**src/rtl/multi_cycle_control_pkg.sv**
```systemverilog
// Shared CPU definitions: FSM state encodings, opcodes and ALU operation codes.
// Reused by the control unit, the datapath and the benches.
package multi_cycle_control_pkg;

  typedef enum logic [2:0] {
    stIf   = 3'b000,
    stId   = 3'b001,
    stExe  = 3'b010,
    stExb  = 3'b011,
    stMem  = 3'b100,
    stWb   = 3'b101,
    stHalt = 3'b111
  } stateT;

  localparam logic [5:0] opAdd  = 6'b000000;
  localparam logic [5:0] opAddi = 6'b000001;
  localparam logic [5:0] opSub  = 6'b000010;
  localparam logic [5:0] opOri  = 6'b010000;
  localparam logic [5:0] opAnd  = 6'b010001;
  localparam logic [5:0] opOr   = 6'b010010;
  localparam logic [5:0] opSw   = 6'b100110;
  localparam logic [5:0] opLw   = 6'b100111;
  localparam logic [5:0] opBeq  = 6'b110000;
  localparam logic [5:0] opHalt = 6'b111111;

  localparam logic [2:0] aluAdd = 3'b000;
  localparam logic [2:0] aluSub = 3'b001;
  localparam logic [2:0] aluOr  = 3'b011;
  localparam logic [2:0] aluAnd = 3'b100;

  // Anything outside the supported instruction set retires as a no-op.
  function automatic logic isNop(input logic [5:0] op);
    case (op)
      opAdd, opAddi, opSub, opOri, opAnd, opOr,
      opSw, opLw, opBeq, opHalt: return 1'b0;
      default:                   return 1'b1;
    endcase
  endfunction

  function automatic logic isRType(input logic [5:0] op);
    return (op == opAdd) || (op == opSub) || (op == opAnd) || (op == opOr);
  endfunction

  function automatic logic [2:0] aluOpFor(input logic [5:0] op);
    case (op)
      opSub, opBeq: return aluSub;
      opOr, opOri:  return aluOr;
      opAnd:        return aluAnd;
      default:      return aluAdd;
    endcase
  endfunction

endpackage

```
**src/rtl/multi_cycle_control_if.sv**
```systemverilog
// Control-unit to datapath bundle: instruction/flag inputs and all control outputs.
interface multi_cycle_control_if;
  logic [5:0]  opcode;
  logic        zero;
  logic        PCWre;
  logic        IRWre;
  logic        ALUSrcB;
  logic        ALUM2Reg;
  logic        RegWre;
  logic        DataMemRW;
  logic        ExtSel;
  logic        PCSrc;
  logic        RegOut;
  logic [2:0]  ALUOp;
  logic [2:0]  state;
  logic        halted;
  logic [15:0] retired;

  modport master (
    output opcode, zero,
    input  PCWre, IRWre, ALUSrcB, ALUM2Reg, RegWre, DataMemRW, ExtSel,
           PCSrc, RegOut, ALUOp, state, halted, retired
  );

  modport slave (
    input  opcode, zero,
    output PCWre, IRWre, ALUSrcB, ALUM2Reg, RegWre, DataMemRW, ExtSel,
           PCSrc, RegOut, ALUOp, state, halted, retired
  );
endinterface

```
**src/rtl/control_decode.sv**
```systemverilog
// Combinational map from (state, opcode, zero) to datapath control signals.
module control_decode
  import multi_cycle_control_pkg::*;
(
  input  stateT      state,
  input  logic [5:0] opcode,
  input  logic       zero,
  output logic       pcWre,
  output logic       irWre,
  output logic       aluSrcB,
  output logic       aluM2Reg,
  output logic       regWre,
  output logic       dataMemRW,
  output logic       extSel,
  output logic       pcSrc,
  output logic       regOut,
  output logic [2:0] aluOp,
  output logic       halted
);

  always_comb begin
    pcWre     = 1'b0;
    irWre     = 1'b0;
    aluSrcB   = 1'b0;
    aluM2Reg  = 1'b0;
    regWre    = 1'b0;
    dataMemRW = 1'b0;
    extSel    = 1'b0;
    pcSrc     = 1'b0;
    regOut    = 1'b0;
    aluOp     = aluAdd;
    halted    = 1'b0;
    case (state)
      stIf:   irWre = 1'b1;
      stHalt: halted = 1'b1;
      default: begin
        aluSrcB   = (opcode == opAddi) || (opcode == opOri) ||
                    (opcode == opSw)   || (opcode == opLw);
        aluM2Reg  = (opcode == opLw);
        regOut    = isRType(opcode);
        extSel    = (opcode != opOri);
        aluOp     = aluOpFor(opcode);
        regWre    = (state == stWb);
        dataMemRW = (state == stMem) && (opcode == opSw);
        pcSrc     = (state == stExb) && zero;
        // PC advances once, in whichever state finishes the instruction.
        pcWre     = (state == stWb) || (state == stExb) ||
                    ((state == stMem) && (opcode == opSw)) ||
                    ((state == stId) && isNop(opcode));
      end
    endcase
  end

endmodule

```
**src/rtl/multi_cycle_control.sv**
```systemverilog
// Multi-cycle CPU control unit: instruction FSM, opcode latch and retire counter.
module multi_cycle_control
  import multi_cycle_control_pkg::*;
(
  input  logic                 clk,
  input  logic                 reset,
  multi_cycle_control_if.slave bus
);

  stateT       state;
  stateT       decState;
  logic [5:0]  opReg;
  logic [5:0]  decOp;
  logic [15:0] retired;
  logic        pcWre;

  // Reset forces fetch-state outputs even before the synchronous reset lands.
  assign decState = reset ? stIf : state;
  // The instruction register holds the new opcode during ID; it is latched at the end of ID.
  assign decOp    = (state == stId) ? bus.opcode : opReg;

  control_decode uDecode (
    .state     (decState),
    .opcode    (decOp),
    .zero      (bus.zero),
    .pcWre     (pcWre),
    .irWre     (bus.IRWre),
    .aluSrcB   (bus.ALUSrcB),
    .aluM2Reg  (bus.ALUM2Reg),
    .regWre    (bus.RegWre),
    .dataMemRW (bus.DataMemRW),
    .extSel    (bus.ExtSel),
    .pcSrc     (bus.PCSrc),
    .regOut    (bus.RegOut),
    .aluOp     (bus.ALUOp),
    .halted    (bus.halted)
  );

  assign bus.PCWre   = pcWre;
  assign bus.state   = state;
  assign bus.retired = retired;

  always_ff @(posedge clk) begin
    if (reset) begin
      state   <= stIf;
      opReg   <= '0;
      retired <= '0;
    end else begin
      if (pcWre) retired <= retired + 16'd1;
      case (state)
        stIf: state <= stId;
        stId: begin
          opReg <= bus.opcode;
          if (bus.opcode == opBeq)       state <= stExb;
          else if (bus.opcode == opHalt) state <= stHalt;
          else if (isNop(bus.opcode))    state <= stIf;
          else                           state <= stExe;
        end
        stExe:  state <= ((opReg == opSw) || (opReg == opLw)) ? stMem : stWb;
        stMem:  state <= (opReg == opLw) ? stWb : stIf;
        stWb:   state <= stIf;
        stExb:  state <= stIf;
        stHalt: state <= stHalt;
        default: state <= stIf;
      endcase
    end
  end

endmodule
```
**src/flat_wrapper.sv**
```systemverilog
// flat-port wrapper written by rule: the top's interface ports become plain ports
module multi_cycle_control_flat import multi_cycle_control_pkg::*;
  (clk, reset, bus_opcode, bus_zero, bus_PCWre, bus_IRWre, bus_ALUSrcB, bus_ALUM2Reg, bus_RegWre, bus_DataMemRW, bus_ExtSel, bus_PCSrc, bus_RegOut, bus_ALUOp, bus_state, bus_halted, bus_retired);
  multi_cycle_control_if bus_i ();
  input  logic clk;
  input  logic reset;
  input wire logic [$bits(bus_i.opcode)-1:0] bus_opcode;
  input wire logic [$bits(bus_i.zero)-1:0] bus_zero;
  output wire logic [$bits(bus_i.PCWre)-1:0] bus_PCWre;
  output wire logic [$bits(bus_i.IRWre)-1:0] bus_IRWre;
  output wire logic [$bits(bus_i.ALUSrcB)-1:0] bus_ALUSrcB;
  output wire logic [$bits(bus_i.ALUM2Reg)-1:0] bus_ALUM2Reg;
  output wire logic [$bits(bus_i.RegWre)-1:0] bus_RegWre;
  output wire logic [$bits(bus_i.DataMemRW)-1:0] bus_DataMemRW;
  output wire logic [$bits(bus_i.ExtSel)-1:0] bus_ExtSel;
  output wire logic [$bits(bus_i.PCSrc)-1:0] bus_PCSrc;
  output wire logic [$bits(bus_i.RegOut)-1:0] bus_RegOut;
  output wire logic [$bits(bus_i.ALUOp)-1:0] bus_ALUOp;
  output wire logic [$bits(bus_i.state)-1:0] bus_state;
  output wire logic [$bits(bus_i.halted)-1:0] bus_halted;
  output wire logic [$bits(bus_i.retired)-1:0] bus_retired;
  assign bus_i.opcode = bus_opcode;
  assign bus_i.zero = bus_zero;
  assign bus_PCWre = bus_i.PCWre;
  assign bus_IRWre = bus_i.IRWre;
  assign bus_ALUSrcB = bus_i.ALUSrcB;
  assign bus_ALUM2Reg = bus_i.ALUM2Reg;
  assign bus_RegWre = bus_i.RegWre;
  assign bus_DataMemRW = bus_i.DataMemRW;
  assign bus_ExtSel = bus_i.ExtSel;
  assign bus_PCSrc = bus_i.PCSrc;
  assign bus_RegOut = bus_i.RegOut;
  assign bus_ALUOp = bus_i.ALUOp;
  assign bus_state = bus_i.state;
  assign bus_halted = bus_i.halted;
  assign bus_retired = bus_i.retired;
  multi_cycle_control u_core (.clk(clk), .reset(reset), .bus(bus_i));
endmodule
```
**config.mk**
```make
export PLATFORM = sky130hd
export DESIGN_NAME = multi_cycle_control_flat
export DESIGN_NICKNAME = d
export VERILOG_FILES = /design/src/rtl/multi_cycle_control_pkg.sv /design/src/rtl/multi_cycle_control_if.sv /design/src/rtl/control_decode.sv /design/src/rtl/multi_cycle_control.sv /design/src/flat_wrapper.sv
export SDC_FILE = /design/constraint.sdc
export NUM_CORES = 1
export LEC_CHECK = 0
export ABC_AREA = 1
export CORE_MARGIN = 1.5
export CORE_UTILIZATION = 44
export DETAILED_ROUTE_END_ITERATION = 7
export GPL_TIMING_DRIVEN = 0
export HOLD_SLACK_MARGIN = 0.03
export PLACE_DENSITY = 0.87
export RECOVER_POWER = 50
export SLEW_MARGIN = 15
export SYNTH_ARGS = -nofsm -noshare
export SYNTH_HDL_FRONTEND = slang
export SYNTH_HIERARCHICAL = 1
export SYNTH_SLANG_ARGS = --single-unit
```
**constraint.sdc**
```tcl
create_clock -name clk -period 2.21 [get_ports clk]
set_clock_uncertainty 0.05 [all_clocks]
set_input_delay 0.3315 -clock clk [delete_from_list [all_inputs] [get_ports clk]]
set_output_delay 0.3315 -clock clk [all_outputs]
set_load 0.02 [all_outputs]
```
======== Yosys cells after proc, flatten, opt, wreduce, memory -nomap -nowiden ========
Cells that the tools add are included.
operators by class
  $add $sub $neg .......................... 1
  equality and inequality tests ........... 30
  muxes and demuxes ....................... 27
  reductions and logical operators ........ 22
operators by type and width
  operator                                                                number
  6-bit equality test (second input constant)                             10
  6-bit by 5-bit equality test with 1-bit output (second input constant)  6
  10-bit OR reduction                                                     2
  1-bit two-way mux                                                       18
  16-bit by 1-bit adder with 16-bit output (second input constant)        1
  3-bit equality test (second input constant)                             5
  3-bit two-way mux                                                       5
  3-bit one-hot mux with 5 select lines                                   1
  6-bit by 1-bit equality test with 1-bit output (second input constant)  2
  6-bit by 2-bit equality test with 1-bit output (second input constant)  2
  6-bit zero test                                                         2
  1-bit logical OR                                                        10
  3-bit one-hot mux with 3 select lines                                   1
  3-bit by 1-bit equality test with 1-bit output (second input constant)  2
  3-bit by 2-bit equality test with 1-bit output (second input constant)  2
  3-bit zero test                                                         2
  6-bit two-way mux                                                       1
  6-bit by 5-bit != test with 1-bit output (second input constant)        1
  2-bit OR reduction                                                      3
  1-bit logical AND                                                       3
  2-bit two-way mux                                                       1
word-level totals
  register bits after elaboration ......... 25
  input bits .............................. 9
  output and inout bits ................... 32
  word-level logic and storage cells ...... 83

======== Logic depth before layout (Yosys ltp) ========
Gate-level depths: netlist of the first run.
  word-level depth ........................ 11
  gate-level depth with buffers ........... 22
  mapped depth without buffers ............ 21

======== Hierarchy ========
The synthesis of the first run kept the hierarchy.
modules (own cells, without submodules)
  module               times used  cells each  area an instance (µm²)  sequential area each (µm²)
  multi_cycle_control  1           194         1,291.2                 500.5
  control_decode       1           68          344.1                   0.0

======== Least setup slack after synthesis of the first run ========
No wires, ideal clock.
  path type ............................... flip-flop to flip-flop
  start ................................... register u_core.state[0], in the netlist u_core/bus.state[0]
  end ..................................... register u_core.retired[9], in the netlist u_core/bus.retired[9]
  data arrival time ....................... 2.557 ns
  setup slack ............................. -0.512 ns
  stages on the path, launching flop included .. 21
  path buffers ............................ 1
  cells stage by stage .................... dfxtp_1 -> inv_1 -> nor3_4 -> inv_1 -> o21ai_0 -> inv_1 -> inv_1 -> nor2_2 -> nand2_1 -> nor2_2 -> nor2_2 -> nand3_1 -> nand2_1 -> buf_6 -> nand2_2 -> nor2_4 -> nand3_2 -> nor2_1 -> nand3_1 -> nand2_1 -> nor2_1
on the way
  longest elaborated chain between the ends .. 9
RTL lines
  element                                                                       line                           source
  from (decl)                                                                   multi_cycle_control.sv:10      stateT state;
  from (signal assigned)                                                        multi_cycle_control.sv:45      state <= stIf;
  from (signal assigned)                                                        multi_cycle_control.sv:51      stIf: state <= stId;
  from (signal assigned)                                                        multi_cycle_control.sv:54      if (bus.opcode == opBeq) state <= stExb;
  3-bit by 1-bit equality test with 1-bit output (*)                            multi_cycle_control.sv:20      assign decOp = (state == stId) ? bus.opcode : opReg;
  6-bit two-way mux (*)                                                         n/a
  net u_core.decOp[0]                                                           multi_cycle_control.sv:13      logic [5:0] decOp;
  6-bit by 1-bit equality test with 1-bit output, or another cell as far along  multi_cycle_control_pkg.sv:33  case (op)
  10-bit OR reduction                                                           multi_cycle_control_pkg.sv:33
  1-bit two-way mux                                                             multi_cycle_control_pkg.sv:33
  1-bit two-way mux                                                             control_decode.sv:33           case (state)
  1-bit logical AND                                                             control_decode.sv:49           ((state == stId) && isNop(opcode));
  1-bit logical OR (*)                                                          control_decode.sv:48           ((state == stMem) && (opcode == opSw)) ||
  1-bit two-way mux (*)                                                         control_decode.sv:33
  net bus_PCWre                                                                 flat_wrapper.sv:9              output wire logic [$bits(bus_i.PCWre)-1:0] bus_PCWre;
  to (signal assigned)                                                          multi_cycle_control.sv:49      if (pcWre) retired <= retired + 16'd1;
  to (decl)                                                                     multi_cycle_control.sv:14      logic [15:0] retired;
The timed path passes the listed nets; every way through them passes the cells marked *. The select of a mux whose other input is x is not followed.
A chain may end at the register's enable or synchronous reset.

======== Worst setup path in the final report of the first run ========
  start ................................... register u_core.state[1], in the netlist u_core/bus.state[1]
  end ..................................... register u_core.retired[14], in the netlist u_core/bus.retired[14]
on the way
  longest elaborated chain between the ends .. 9
RTL lines
  element                                                                       line
  3-bit by 1-bit equality test with 1-bit output (*)                            multi_cycle_control.sv:20
  6-bit two-way mux (*)                                                         n/a
  net u_core.decOp[4]                                                           multi_cycle_control.sv:13
  6-bit by 1-bit equality test with 1-bit output, or another cell as far along  multi_cycle_control_pkg.sv:33
  10-bit OR reduction                                                           multi_cycle_control_pkg.sv:33
  1-bit two-way mux                                                             multi_cycle_control_pkg.sv:33
  1-bit two-way mux                                                             control_decode.sv:33
  1-bit logical AND                                                             control_decode.sv:49
  1-bit logical OR (*)                                                          control_decode.sv:48
  1-bit two-way mux (*)                                                         control_decode.sv:33
Marks and branches as above.

==> flow_metrics.env, run 1 <==
export IMPL_pwr_density_cell_mw_per_mm2=443
export IMPL_synth_top_area_cell="sky130_fd_sc_hd__dfxtp_1"
export IMPL_die_x_um=64.0
export IMPL_min_from="u_core/bus.retired[12]$_SDFFE_PP0P_"
export IMPL_timing_rr_start="u_core/bus.state[1]$_SDFF_PP0_"
export IMPL_power_ir_vdd_worst_uv=413
export IMPL_critical_path_buf_inv_count=5
export IMPL_hold_viol_final=0
export IMPL_clk_path_buf_depth=2
export IMPL_dp_worst_setup_slack_ps=-873
export IMPL_post_route_non_filler_standard_cell_count=373
export IMPL_placementRows=21
export IMPL_layout_nets=338
export IMPL_fin_tns_setup_ps=-8270
export IMPL_final_design_area_no_fill_mm2=0.00254
export IMPL_detailedRoute_firstPassIterationCount=4
export IMPL_maxCapViolCount=0
export IMPL_failing_checks="setup timing"
export IMPL_worst_path_most_repeated_cell="sky130_fd_sc_hd__nand2_2"
export IMPL_grt_first_pass_wirelength_um=7650
export IMPL_post_synth_inst_count=262
export IMPL_worst_path_cell_chain="nor3_4 -> inv_4 -> buf_6 -> o21ai_4 -> inv_2 -> nand2_2 -> inv_2 -> nand3_2 -> nand2_2 -> nor2_2 -> nand3_2 -> nand2_2 -> buf_6 -> nand3_1 -> nor2_2 -> nand4_1 -> nor2_1 -> nor2_1"
export IMPL_ys_seq_elements=25
export IMPL_worst_setup_path_type="register to register"
export IMPL_rsz_0062_raised_after_global_routing="yes"
export IMPL_synthesis_area_mm2=0.00164
export IMPL_critPathMaxFanout=6
export IMPL_post_cts_hold_buffer_count=0
export IMPL_drtAntennaViolNets=0
export IMPL_yosysUniqueCellTypes=29
export IMPL_maximum_number_of_pins_on_one_net_before_global_route_repair=16
export IMPL_cts_sinks=25
export IMPL_mostFrequentLayoutCells="37 x sky130_fd_sc_hd__nor2_1, 36 x sky130_fd_sc_hd__nand2_1, 27 x sky130_fd_sc_hd__inv_1, 26 x sky130_fd_sc_hd__clkdlybuf4s50_1, 24 x sky130_fd_sc_hd__buf_4"
export IMPL_worst_hold_slack_ps=420
export IMPL_drc=0
export IMPL_synth_main_ff_cell="sky130_fd_sc_hd__dfxtp_1"
export IMPL_setup_violations_final=25
export IMPL_clock_insertion_delay_worst_skew_ps=280
export IMPL_path_delay_family="simple AND/OR/NAND/NOR gates"
export IMPL_final_max_slew_violation_count=0
export IMPL_synthesis_area_per_instance_um2=6.24
export IMPL_grt_overflow=0
export IMPL_synth_largest_type_area_fraction=0.306
export IMPL_worstPathArrival_ps=2810
export IMPL_number_of_antenna_violations_at_the_first_check_in_global_routing=0
export IMPL_cell_area_reported_after_detailed_placement_mm2=0.00214
export IMPL_final_layout_size_suffix_gt1_frac=0.376
export IMPL_net_count_synth=272
export IMPL_worst_setup_path_startpoint="u_core/bus.state[1]$_SDFF_PP0_"
export IMPL_crit_path_required_time_ps=2350
export IMPL_final_period_utilization=1.21
export IMPL_yosysWarningCount=6
export IMPL_buffer_ports_inserted=40
export IMPL_vias=1982
export IMPL_worst_hold_path_type="register to register"
export IMPL_netlist_top_cells_area="sky130_fd_sc_hd__dfxtp_1 31%, sky130_fd_sc_hd__nor2_1 11%, sky130_fd_sc_hd__nand2_1 10%"
export IMPL_cts_root_buffer_cell="sky130_fd_sc_hd__clkbuf_8"
export IMPL_grt_total_usage=0.235
export IMPL_achievable_frequency_ghz=0.373
export IMPL_core_area_mm2=0.00344
export IMPL_initialDrtViolationCount=139
export IMPL_slew_headroom=0.766
export IMPL_initial_utilization=0.475
export IMPL_h_tree_depth=1
export IMPL_areaGrowthSynthToFinish_pct=55.3
export IMPL_routed_via_density=5.31
export IMPL_place_hpwl_um=2990
export IMPL_detail_route_wl_per_cell_um=13.9
export IMPL_clk_pin_slew_ps=90
export IMPL_floorplan_die_height_um=64.0
export IMPL_timing_critical_path_slowest_stage_cell="sky130_fd_sc_hd__dfxtp_2"
export IMPL_synth_seq_area_share=0.306
export IMPL_layout_cells_most_common="sky130_fd_sc_hd__nor2_1"
export IMPL_num_io_pins=41
export IMPL_transition_time_at_the_pin_with_the_least_slew_margin_ps=350
export IMPL_dp_cells=348
export IMPL_synthArstFlopShare=0
export IMPL_power_static_leakage_nw=1.10
export IMPL_cp_start_kind="register"
export IMPL_layout_filler_cells=245
export IMPL_setup_worst_path_end_class="register"
export IMPL_cts_tree="built"
export IMPL_layout_min_cycle_time_ps=2680
export IMPL_synth_edff_count=0
export IMPL_cts_made_buffers=3
export IMPL_number_of_global_route_vias_before_repair=1835
export IMPL_post_route_worst_setup_slack_ps=-468
export IMPL_die_area_mm2=0.00409
export IMPL_detail_route_wirelength_um=5170
export IMPL_critical_path_max_stage_delay_ps=370
export IMPL_status="finished with violations"
export IMPL_place_congestion=0.841
export IMPL_n_antenna_cell=0
cell usage after synthesis (all sizes together) (2+ instances only):
cell / number
or2: 5
a21oi: 18
nand4: 3
o21ai: 15
inv: 44
buf: 2
nand3: 24
dfxtp: 25
nor2: 60
nor3: 10
nand2: 49
worst register-to-register path: cells and delay by family (launching register included):
kind            cells  cell delay [ps]
compound gates      1              170
flops               1              370
simple gates       12             1490
buf+inv             5              520
kinds of logic (layout without fill, tap and decap cells):
group / after synthesis / in the layout / synth area share
buf+inv: 47 / 112 / 0.113
flops: 25 / 25 / 0.306
xor+xnor: 1 / 1 / 0.00536
simple gates: 153 / 153 / 0.453
compound gates: 35 / 35 / 0.115
fa+ha+maj: 1 / 1 / 0.00765
layer usage:
metal / wire (um) / global-route usage
met4: 114 / 0.109
met2: 2650 / 0.419
met3: 346 / 0.0634
met5: 0 / 0
met1: 2060 / 0.256
per-stage QoR:
step | power (mW) | utilization
after floorplan | 0.668 | -
after global placement | 0.737 | 0.622
after detailed placement | 0.744 | 0.622
after CTS | 1.07 | 0.686
after global routing | 1.19 | 0.738
final | 1.12 | 0.738
state kept, by name, summed over array words and instances, names as in the netlist:
register / flops
u_core/bus.retired: 16
u_core/bus.state: 3
u_core/opReg: 6
power by group:
group          switching (mW)  leakage, nW  internal (mW)
clock network           0.157       0.0260          0.129
registers              0.0151        0.205          0.464
logic                   0.214        0.866          0.145
total                   0.386         1.10          0.739
timing repair:
| action | CTS | global route |
|---|---|---|
| setup endpoints to repair | 29 | 26 |
| setup buffers | 11 | 10 |
| endpoints found under the hold margin | 0 | 0 |
| resized for setup | 84 | 32 |
| pin swaps | 20 | 10 |
worst paths after layout:
path,cells past startpoint,slack [ps],to
max reg2reg,18,-470,u_core/bus.retired[14]$_SDFFE_PP0P_
min,2,420,u_core/bus.retired[12]$_SDFFE_PP0P_
min reg2reg,2,420,u_core/bus.retired[12]$_SDFFE_PP0P_
max,18,-470,u_core/bus.retired[14]$_SDFFE_PP0P_
final cells by class:
cell class / count / area [um2] / area share
plain buffers: 3 / 30.0 / 0.0118
clock buffers: 3 / 41.3 / 0.0163
clock inverters: 1 / 6.26 / 0.00246
well taps: 46 / 57.6 / 0.0227
repair buffers: 61 / 549 / 0.216
flip-flops and latches: 25 / 509 / 0.200
inverters: 44 / 175 / 0.0690
multi-input cells: 190 / 1170 / 0.461
Note: power is estimated with default switching activity, not from simulation.
==> inputs of run 2 (changes only) <==
CORE_UTILIZATION = 46   (was 44)
CTS_BUF_LIST = sky130_fd_sc_hd__clkbuf_4   (was unset)
GPL_TIMING_DRIVEN = unset   (was 0)
PLACE_DENSITY = 0.9   (was 0.87)
==> flow_metrics.env, run 2 (synthesis gave the netlist of run 1 again) <==
export IMPL_transition_time_at_the_pin_with_the_least_slew_margin_ps=453
export IMPL_routed_via_density=5.44
export IMPL_power_static_leakage_nw=1.16
export IMPL_postLayoutCoreUtil=0.806
export IMPL_number_of_antenna_violations_at_the_first_check_in_global_routing=0
export IMPL_initialDrtViolationCount=197
export IMPL_cts_sinks=25
export IMPL_final_period_utilization=1.23
export IMPL_max_flop_register="u_core/bus.retired"
export IMPL_vias=2143
export IMPL_layout_cells_most_common="sky130_fd_sc_hd__buf_4"
export IMPL_reg_top3="u_core/bus.retired (16), u_core/opReg (6), u_core/bus.state (3)"
export IMPL_buffer_ports_inserted=40
export IMPL_mostFrequentLayoutCells="46 x sky130_fd_sc_hd__buf_4, 38 x sky130_fd_sc_hd__nor2_1, 37 x sky130_fd_sc_hd__nand2_1, 26 x sky130_fd_sc_hd__clkdlybuf4s50_1, 26 x sky130_fd_sc_hd__inv_1"
export IMPL_maximum_number_of_pins_on_one_net_before_global_route_repair=16
export IMPL_cts_tree="built"
export IMPL_largest_reg_flops=16
export IMPL_final_max_slew_violation_count=0
export IMPL_power_ir_vdd_worst_uv=319
export IMPL_cp_start_kind="register"
export IMPL_initial_utilization=0.486
export IMPL_areaGrowthSynthToFinish_pct=65.7
export IMPL_placementRows=21
export IMPL_grt_overflow=0
export IMPL_layout_min_cycle_time_ps=2720
export IMPL_worstPathArrival_ps=2940
export IMPL_layout_nets=359
export IMPL_status="finished with violations"
export IMPL_maxCapViolCount=0
export IMPL_layout_filler_cells=213
export IMPL_detail_route_wirelength_um=5750
export IMPL_critical_path_buf_inv_count=4
export IMPL_clk_pin_slew_ps=160
export IMPL_crit_path_required_time_ps=2440
export IMPL_grt_first_pass_wirelength_um=8000
export IMPL_critPathMaxFanout=6
export IMPL_cell_area_reported_after_detailed_placement_mm2=0.00232
export IMPL_path_delay_family="simple AND/OR/NAND/NOR gates"
export IMPL_fin_tns_setup_ps=-8820
export IMPL_die_area_mm2=0.00392
export IMPL_worst_setup_path_type="register to register"
export IMPL_seq_power_share=0.415
export IMPL_place_congestion=0.850
export IMPL_post_route_worst_setup_slack_ps=-508
export IMPL_p_clk_frac=0.198
export IMPL_power_switching_mw=0.425
export IMPL_place_hpwl_um=3180
export IMPL_floorplan_die_height_um=62.6
export IMPL_setup_worst_path_end_class="register"
export IMPL_final_design_area_no_fill_mm2=0.00271
export IMPL_intPower_mw=0.735
export IMPL_slew_headroom=0.698
export IMPL_p_sw_frac=0.367
export IMPL_n_antenna_cell=0
export IMPL_setup_violations_final=26
export IMPL_h_tree_depth=1
export IMPL_critical_path_max_stage_delay_ps=360
export IMPL_drc=0
export IMPL_worst_path_cell_chain="nor3_4 -> buf_4 -> or2_4 -> o21ai_4 -> inv_2 -> nor2_4 -> buf_4 -> nand3_4 -> nand2_4 -> nor2_4 -> nand3_2 -> nand2_2 -> buf_6 -> nand2_4 -> nor2_4 -> nand3_4 -> or2_0 -> a21oi_1"
export IMPL_hold_viol_final=0
export IMPL_worst_path_most_repeated_cell="sky130_fd_sc_hd__nor2_4"
export IMPL_number_of_global_route_vias_before_repair=1813
export IMPL_achievable_frequency_ghz=0.368
export IMPL_clk_path_buf_depth=2
export IMPL_num_io_pins=41
export IMPL_cts_made_buffers=3
export IMPL_grt_total_usage=0.245
export IMPL_worst_hold_slack_ps=431
export IMPL_detail_route_wl_per_cell_um=14.6
export IMPL_detailedRoute_firstPassIterationCount=7
export IMPL_share_comb_of_total_power=0.387
export IMPL_pwr_density_cell_mw_per_mm2=428
export IMPL_failing_checks="setup timing"
export IMPL_final_layout_size_suffix_gt1_frac=0.405
export IMPL_die_x_um=62.6
export IMPL_drtAntennaViolNets=0
export IMPL_timing_critical_path_slowest_stage_cell="sky130_fd_sc_hd__dfxtp_2"
export IMPL_core_area_mm2=0.00336
export IMPL_worst_hold_path_type="register to register"
export IMPL_clock_insertion_delay_worst_skew_ps=330
export IMPL_rsz_0062_raised_after_global_routing="yes"
export IMPL_cts_root_buffer_cell="sky130_fd_sc_hd__clkbuf_4"
## run 2: per-layer routing
metal  global-route usage  routed length (um)
met5                    0                   0
met4                0.106                 146
met3               0.0252                 437
met2                0.417                2850
met1                0.316                2320
## run 2: area by class of cell
type | count | area (um2) | share of cell area
Multi-Input combinational cell | 190 | 1200 | 0.442
Timing Repair Buffer | 85 | 739 | 0.273
Sequential cell | 25 | 507 | 0.187
Inverter | 44 | 180 | 0.0665
Tap cell | 46 | 57.6 | 0.0212
Clock buffer | 3 | 22.5 | 0.00831
Clock inverter | 1 | 6.26 | 0.00231
## run 2: timing repair
action / in CTS / in global routing
resized for setup: 85 / 38
pin swaps: 19 / 4
setup buffers: 8 / 12
setup endpoints to repair: 28 / 27
hold buffers: 0 / 0
hold endpoints to repair: 0 / 0
## run 2: per-stage QoR
stage | instances | worst slack (ps) | power, mW
global route | 394 | -633 | 1.21
floorplan | 262 | -227 | 0.668
CTS | 384 | -283 | 1.04
finish | 394 | -508 | 1.16
detailed placement | 372 | -439 | 0.777
global placement | 372 | -391 | 0.769
## run 2: path summary, 6_finish.rpt
kind	endpoint	slack, ps	startpoint	cells after the start
worst min-delay path	u_core/bus.retired[12]$_SDFFE_PP0P_	430	u_core/bus.retired[12]$_SDFFE_PP0P_	2
worst min register to register	u_core/bus.retired[12]$_SDFFE_PP0P_	430	u_core/bus.retired[12]$_SDFFE_PP0P_	2
worst max register to register	u_core/bus.retired[7]$_SDFFE_PP0P_	-510	u_core/bus.state[2]$_SDFF_PP0_	18
worst max-delay path	u_core/bus.retired[7]$_SDFFE_PP0P_	-510	u_core/bus.state[2]$_SDFF_PP0_	18
## run 2: power by group through the flow
stage	Sequential, mW	Clock (mW)	Combinational (mW)
final	0.481	0.230	0.449
after global routing	0.483	0.252	0.475
after CTS	0.480	0.223	0.338
after detailed placement	0.488	0	0.289
after global placement	0.488	0	0.282
after floorplan	0.493	0	0.175
## run 2: tightest hold or removal path, delay by kind of cell (launching register included)
kind,cells,cell delay [ps]
DFF,1,360
AOI/OAI and AO/OA,1,50
buffers and inverters,1,50
